### config.mk
export PLATFORM = sky130hd
export DESIGN_NAME = vco_adc_decimator
export DESIGN_NICKNAME = d
export VERILOG_FILES = /design/src/rtl/vco_dec_pkg.sv /design/src/rtl/vco_dec_fifo.sv /design/src/rtl/vco_adc_decimator.sv
export SDC_FILE = /design/constraint.sdc
export NUM_CORES = 1
export LEC_CHECK = 0
export BUFFER_PORTS_ARGS = -buffer_cell sky130_fd_sc_hd__buf_2
export CORE_MARGIN = 2
export CORE_UTILIZATION = 55
export CTS_CLUSTER_DIAMETER = 50
export DETAILED_ROUTE_END_ITERATION = 12
export GPL_TIMING_DRIVEN = 0
export PLACE_DENSITY = 0.79
export REMOVE_ABC_BUFFERS = 1
export SLEW_MARGIN = 20
export SYNTH_ARGS = -nofsm -noshare
export SYNTH_HDL_FRONTEND = slang
export SYNTH_SLANG_ARGS = --single-unit
### constraint.sdc
create_clock -name wb_clk_i -period 6.5 [get_ports wb_clk_i]
set_input_delay 1.3 -clock wb_clk_i [delete_from_list [all_inputs] [get_ports wb_clk_i]]
set_output_delay 1.3 -clock wb_clk_i [all_outputs]
set_load 0.005 [all_outputs]
### src/rtl/vco_dec_pkg.sv
// vco_dec_pkg: register map, STATUS bit indices, FSM states and reset constants for the VCO ADC decimator
package vco_dec_pkg;
  localparam logic [7:0] OFF_CTRL = 8'h00;
  localparam logic [7:0] OFF_WIN = 8'h04;
  localparam logic [7:0] OFF_STATUS = 8'h08;
  localparam logic [7:0] OFF_DATA = 8'h0C;
  localparam logic [7:0] OFF_IRQ = 8'h10;
  localparam int ST_OVF = 8;
  localparam int ST_EMPTY = 9;
  localparam int ST_FULL = 10;
  localparam logic [15:0] WIN_RST = 16'd1000;
  localparam logic [7:0] IRQ_THR_RST = 8'd1;
  typedef enum logic [1:0] {IDLE, SETTLE, RUN} state_t;
  function automatic logic [15:0] win_eff(input logic [15:0] w);
    return (w == 16'd0) ? 16'd1 : w;
  endfunction
endpackage

### src/rtl/vco_dec_fifo.sv
// vco_dec_fifo: synchronous sample FIFO with push/pop/flush, level and full/empty flags
module vco_dec_fifo #(
  parameter int W = 16,
  parameter int DEPTH = 8
) (
  input  logic                     clk,
  input  logic                     rst,
  input  logic                     push,
  input  logic                     pop,
  input  logic                     flush,
  input  logic [W-1:0]             wdata,
  output logic [W-1:0]             rdata,
  output logic [$clog2(DEPTH):0]   level,
  output logic                     full,
  output logic                     empty
);
  localparam int AW = $clog2(DEPTH);
  logic [W-1:0] mem [DEPTH];
  logic [AW-1:0] wp, rp;
  logic do_push, do_pop;
  assign full = level == (AW+1)'(DEPTH);
  assign empty = level == '0;
  assign do_pop = pop & ~empty;
  assign do_push = push & (~full | do_pop);
  assign rdata = mem[rp];
  always_ff @(posedge clk) begin
    if (rst || flush) begin
      wp <= '0;
      rp <= '0;
      level <= '0;
    end else begin
      wp <= wp + AW'(do_push);
      rp <= rp + AW'(do_pop);
      level <= level + (AW+1)'(do_push) - (AW+1)'(do_pop);
    end
  end
  always_ff @(posedge clk) begin
    if (do_push && !flush) mem[wp] <= wdata;
  end
endmodule

### src/rtl/vco_adc_decimator.sv
// vco_adc_decimator: VCO ADC edge-count decimator with sample FIFO and Wishbone regs; VCO_DEC_IRQ_EN adds IRQ_THR at 0x10 and drives irq_o
module vco_adc_decimator
  import vco_dec_pkg::*;
#(
  parameter logic [31:0] BASE_ADDR = 32'h3000_0000,
  parameter int CNT_W = 16,
  parameter int FIFO_DEPTH = 8,
  parameter int SETTLE_CYC = 16
) (
  input  logic        wb_clk_i,
  input  logic        wb_rst_i,
  input  logic        wbs_cyc_i,
  input  logic        wbs_stb_i,
  input  logic        wbs_we_i,
  input  logic [3:0]  wbs_sel_i,
  input  logic [31:0] wbs_adr_i,
  input  logic [31:0] wbs_dat_i,
  output logic        wbs_ack_o,
  output logic [31:0] wbs_dat_o,
  input  logic        phase_in,
  output logic        vco_enb_o,
  output logic        irq_o
);
  localparam int LW = $clog2(FIFO_DEPTH) + 1;
  logic req, ack, we_q, en, ovf, push, pop, clear, wr, edge_p, full, empty, win_end;
  logic [7:0] off_q, irq_thr;
  logic [15:0] dat_q, win, win_len, cyc;
  logic [1:0] sel_q;
  logic [2:0] sync;
  logic [CNT_W-1:0] cnt, cnt_inc, fifo_q;
  logic [LW-1:0] level;
  logic [31:0] status, rd_mux;
  logic unused_ok;
  state_t state, state_n;
  assign unused_ok = ^{wbs_dat_i[31:16], wbs_sel_i[3:2]};
  assign req = wbs_cyc_i & wbs_stb_i & (wbs_adr_i[31:8] == BASE_ADDR[31:8]);
  assign wr = ack & we_q;
  assign clear = wr & (off_q == OFF_CTRL) & sel_q[0] & dat_q[1];
  assign pop = ack & ~we_q & (off_q == OFF_DATA);
  assign edge_p = sync[1] & ~sync[2];
  assign cnt_inc = (edge_p && !(&cnt)) ? cnt + 1'b1 : cnt;
  assign win_end = (state == RUN) && (cyc == win_len - 16'd1);
  assign push = win_end;
  assign state_n = !en ? IDLE : (state == IDLE) ? SETTLE :
                   (state == SETTLE && cyc == 16'(SETTLE_CYC - 1)) ? RUN : state;
  assign vco_enb_o = state != IDLE;
  assign wbs_ack_o = ack;
  assign wbs_dat_o = ack ? rd_mux : 32'd0;
  always_comb begin
    status = '0;
    status[7:0] = 8'(level);
    status[ST_OVF] = ovf;
    status[ST_EMPTY] = empty;
    status[ST_FULL] = full;
  end
  assign rd_mux = (off_q == OFF_CTRL) ? {31'd0, en} :
                  (off_q == OFF_WIN) ? {16'd0, win} :
                  (off_q == OFF_STATUS) ? status :
                  (off_q == OFF_DATA) ? (empty ? 32'd0 : {1'b1, 31'(fifo_q)}) :
                  (off_q == OFF_IRQ) ? {24'd0, irq_thr} : 32'd0;
  always_ff @(posedge wb_clk_i) begin
    if (req && !ack) begin
      we_q <= wbs_we_i;
      off_q <= wbs_adr_i[7:0];
      dat_q <= wbs_dat_i[15:0];
      sel_q <= wbs_sel_i[1:0];
    end
  end
  always_ff @(posedge wb_clk_i) begin
    if (wb_rst_i) begin
      ack <= 1'b0;
      en <= 1'b0;
      win <= WIN_RST;
      sync <= '0;
      state <= IDLE;
      cyc <= '0;
      win_len <= 16'd1;
      cnt <= '0;
      ovf <= 1'b0;
    end else begin
      ack <= req & ~ack;
      if (wr && off_q == OFF_CTRL && sel_q[0]) en <= dat_q[0];
      if (wr && off_q == OFF_WIN && sel_q[0]) win[7:0] <= dat_q[7:0];
      if (wr && off_q == OFF_WIN && sel_q[1]) win[15:8] <= dat_q[15:8];
      sync <= {sync[1:0], phase_in};
      state <= state_n;
      cyc <= (state_n != state || win_end || state == IDLE) ? 16'd0 : cyc + 16'd1;
      if ((state == SETTLE && state_n == RUN) || win_end) win_len <= win_eff(win);
      cnt <= (state != RUN || win_end) ? '0 : cnt_inc;
      ovf <= clear ? 1'b0 : (push & full & ~pop) ? 1'b1 : ovf;
    end
  end
  vco_dec_fifo #(.W(CNT_W), .DEPTH(FIFO_DEPTH)) u_fifo (
    .clk(wb_clk_i),
    .rst(wb_rst_i),
    .push(push),
    .pop(pop),
    .flush(clear),
    .wdata(cnt_inc),
    .rdata(fifo_q),
    .level(level),
    .full(full),
    .empty(empty)
  );
`ifdef VCO_DEC_IRQ_EN
  logic irq_q;
  always_ff @(posedge wb_clk_i) begin
    if (wb_rst_i) begin
      irq_thr <= IRQ_THR_RST;
      irq_q <= 1'b0;
    end else begin
      if (wr && off_q == OFF_IRQ && sel_q[0]) irq_thr <= dat_q[7:0];
      irq_q <= (8'(level) >= irq_thr) | ovf;
    end
  end
  assign irq_o = irq_q;
`else
  assign irq_thr = 8'd0;
  assign irq_o = 1'b0;
`endif
endmodule
==> results.sh <==
export IMPL_synth_avg_cell_area_sq_um=13.3
export IMPL_drcViolationCount=0
export IMPL_worst_skew_pair_late_latency_ns=0.52
export IMPL_grt_use_total_pct=21.4
export IMPL_hp_class="reg2reg"
export IMPL_max_stage_delay_ns=0.70
export IMPL_r2r_end="u_fifo.mem[4][13]"
export IMPL_hpwl_um=15000
export IMPL_vias_per_cell=5.70
export IMPL_regToRegStartpoint="win_len[3]"
export IMPL_postCtsResizedCells=0
export IMPL_ys_seq_elements=237
export IMPL_grt_pass1_wl_um=32900
export IMPL_clock_skew_final_ns=0.0108
export IMPL_grt_max_degree=58
export IMPL_ff2ff_setup_slack_ns=2.19
export IMPL_cts_max_path_buffers=3
export IMPL_cap_violations=0
export IMPL_p_leak_nw=3.83
export IMPL_arrival_ns=4.52
export IMPL_ant_nets=0
export IMPL_ys_warnings_count=0
export IMPL_ir_drop_uv=201
export IMPL_ys_seq_area_share_pct=60.7
export IMPL_syn2layout_area_growth_pct=13.7
export IMPL_cts_hold_buf=0
export IMPL_crit_path_end="u_fifo.mem[4][13]"
export IMPL_place_inst=1073
export IMPL_required_ns=6.71
export IMPL_cts_inserted_buffers=24
export IMPL_crit_family="simple AND/OR/NAND/NOR gates"
export IMPL_synth_edff_count=155
export IMPL_fin_crit_ns=4.31
export IMPL_coreArea_sq_um=18600
export IMPL_vias=6361
export IMPL_synth_cell_types=64
export IMPL_crit_path_top_delay_cell="nor4b_2"
export IMPL_fin_crit_sh_pct=66.3
export IMPL_cts_root_buf="clkbuf_16"
export IMPL_initial_utilization_pct=55.8
export IMPL_cpMostUsedCell="nand3_1"
export IMPL_layout_nets=953
export IMPL_wl_per_cell_um=19.1
export IMPL_path_class="reg2reg"
export IMPL_slew_limit_headroom_pct=36.6
export IMPL_antenna_found_initial=0
export IMPL_fin_cells=1116
export IMPL_final_util_pct=63.4
export IMPL_die_area_sq_um=20000
export IMPL_post_cts_buffers=0
export IMPL_cts_sinks=237
export IMPL_place_congestion=0.879
export IMPL_hold_viol_final=0
export IMPL_drt_iter0_drc=510
export IMPL_clkTransAtPathRegs_ns=0.06
export IMPL_cp_end_kind="register"
export IMPL_portBuffers=74
export IMPL_crit_start="win_len[3]"
export IMPL_hold_slack_ns=0.456
export IMPL_ff2ff_path_depth=9
export IMPL_crit_buf_inv=2
export IMPL_cts_tree="yes"
export IMPL_crit_chain="nor4_4 > nand3_1 > or4_4 > a211oi_1 > nand3_1 > nand4bb_1 > nor4b_2 > buf_4 > buf_2"
export IMPL_power_density_nw_per_um2=247
export IMPL_status="complete, no violations"
export IMPL_overflow=0
export IMPL_maxSlewViolCount=0
export IMPL_path_max_fanout=13
export IMPL_setup_viol=0
export IMPL_synth_area_sq_um=10400
export IMPL_rsz0062_at_grt="false"
export IMPL_cp_depth=9
export IMPL_chipWidth_um=141
export IMPL_die_y_um=141
export IMPL_rows=50
export IMPL_tightestPinTransition_ns=0.947
export IMPL_critPathLaunchType="register"
export IMPL_totalWireLength_um=21300
export IMPL_first_pass_iters=4
export IMPL_async_flop_share_pct=0
export IMPL_max_freq_mhz=232
export IMPL_htreeDepth=1
export IMPL_drive_above_1_share_pct=20.9
export IMPL_synth_cells=779
export IMPL_ys_dominant_reg_cell="edfxtp_1"
export IMPL_insertedDiodeCount=0
export IMPL_worstHoldStart="sync[0]"
export IMPL_grt_pass1_vias=6154
export IMPL_io_pins=109
## report_power, final
part           leakage (nW)  switching (W)  internal (W)
registers              1.79    0.000000197       0.00159
logic                  1.68      0.0000147     0.0000165
clock network         0.360       0.000543      0.000747
total                  3.83       0.000558       0.00235
## metrics by stage
| stage | setup TNS, ns | total power [W] | setup WS, ns | instance area, sq um |
|---|---|---|---|---|
| 3_3_place_gp | -2.97 | 0.00165 | -0.101 | 10800 |
| 2_1_floorplan | 0 | 0.00163 | 2.04 | 10100 |
| 6_report | 0 | 0.00291 | 2.19 | 11800 |
| 5_1_grt | 0 | 0.00299 | 1.92 | 11800 |
| 3_5_place_dp | 0 | 0.00165 | 2.22 | 11000 |
| 4_1_cts | 0 | 0.00293 | 2.21 | 11800 |
## state kept, by name, summed over array words and instances (netlist names), 2 cells and up
register,flops
state,2
cyc,16
off_q,8
win,16
u_fifo.rp,3
u_fifo.mem,128
dat_q,16
win_len,16
u_fifo.wp,3
sync,3
cnt,16
sel_q,2
u_fifo.level,4
## per-layer routing
metal	wire (um)	GRT usage [%]
met2	10600	36.9
met1	9030	28.2
met3	1180	3.58
met4	508	5.95
met5	0	0
## worst min-delay path by stage
stage | end | slack [ns] | cells past startpoint
floorplan | sync[1] | 0.41 | 1
global placement | win[3] | 0.44 | 1
detailed placement | win[6] | 0.44 | 1
CTS | sync[1] | 0.46 | 1
global route | sync[1] | 0.46 | 1
finish | sync[1] | 0.46 | 1
## cells in the final DEF, fill, tap and decap left out, types with 11 or more instances in the layout
cell       synthesis  final
edfxtp_1         155    155
nor2_1            68     66
mux4_2            32     32
nand2b_1          34     34
nor3b_1           19     19
inv_1             20     20
nor2b_1           11     11
ha_1              13     13
o21ai_0           13     13
nor4_1            14     12
nand2_1           28     28
buf_4             17     12
clkbuf_16          0     24
conb_1             1     16
nand3_1           29     29
mux2i_1           43     43
dfxtp_1           82     79
xnor2_1           30     30
buf_2              5     81
xor2_1            18     18
## cell usage after synthesis (2+ instances only)
| cell type | instances | area [sq um] |
|---|---|---|
| nor2b_1 | 11 | 68.8 |
| a31oi_1 | 2 | 12.5 |
| buf_6 | 2 | 22.5 |
| a21oi_1 | 10 | 50.1 |
| buf_2 | 5 | 25.0 |
| or2_2 | 2 | 12.5 |
| xor2_1 | 18 | 158 |
| a211o_1 | 6 | 52.6 |
| o211ai_1 | 2 | 15.0 |
| buf_1 | 8 | 30.0 |
| or3_1 | 2 | 12.5 |
| clkbuf_1 | 18 | 67.6 |
| a211oi_1 | 2 | 15.0 |
| nand3_1 | 29 | 145 |
| o21ai_0 | 13 | 65.1 |
| o31ai_1 | 3 | 22.5 |
| nor3_1 | 11 | 55.1 |
| o211a_1 | 2 | 20.0 |
| and2_1 | 9 | 56.3 |
| nand4_1 | 10 | 62.6 |
| nor4b_1 | 2 | 17.5 |
| a311oi_1 | 2 | 17.5 |
| inv_1 | 20 | 75.1 |
| nand2b_1 | 34 | 213 |
| and4_1 | 5 | 43.8 |
| nand2_1 | 28 | 105 |
| nor3b_1 | 19 | 143 |
| nor2_1 | 68 | 255 |
| buf_4 | 17 | 128 |
| nor4_4 | 2 | 42.5 |
| mux4_2 | 32 | 721 |
| o21a_1 | 3 | 22.5 |
| and3_1 | 10 | 62.6 |
| ha_1 | 13 | 163 |
| nor4_1 | 14 | 87.6 |
| dfxtp_1 | 82 | 1640 |
| xnor2_1 | 30 | 263 |
| a221oi_1 | 6 | 52.6 |
| or4_1 | 4 | 30.0 |
| mux2i_1 | 43 | 430 |
| nand4b_1 | 2 | 17.5 |
| edfxtp_1 | 155 | 4650 |
| a21o_1 | 2 | 15.0 |
## layout make-up
cell class                      instances  area (sq um)
Clock buffer                           36           666
Clock inverter                          7          70.1
Fill cell                            1387          6800
Inverter                               20          75.1
Multi-Input combinational cell        487          3840
Sequential cell                       237          6300
Tap cell                              234           293
Timing Repair Buffer                   95           534
## worst reg2reg max path, delay by kind of cell, from the launching register on
kind                   cells  cell delay [ns]
DFF                        1             0.40
and+or+nand+nor            6             2.89
buffers and inverters      2             0.49
AOI/OAI and AO/OA          1             0.24
## cells by family (layout without fill, tap and decap cells)
logic type / after synthesis / in the layout / share of synthesized area (%)
compound gates: 64 / 64 / 4.44
xor+xnor: 48 / 48 / 4.06
fa+ha+maj: 14 / 14 / 1.76
buf+inv: 70 / 158 / 3.36
flops: 237 / 237 / 60.7
mux: 76 / 76 / 11.2
other cells: 1 / 16 / 0.0362
simple gates: 269 / 269 / 14.4
No activity file was read; power rests on OpenSTA's default activity.
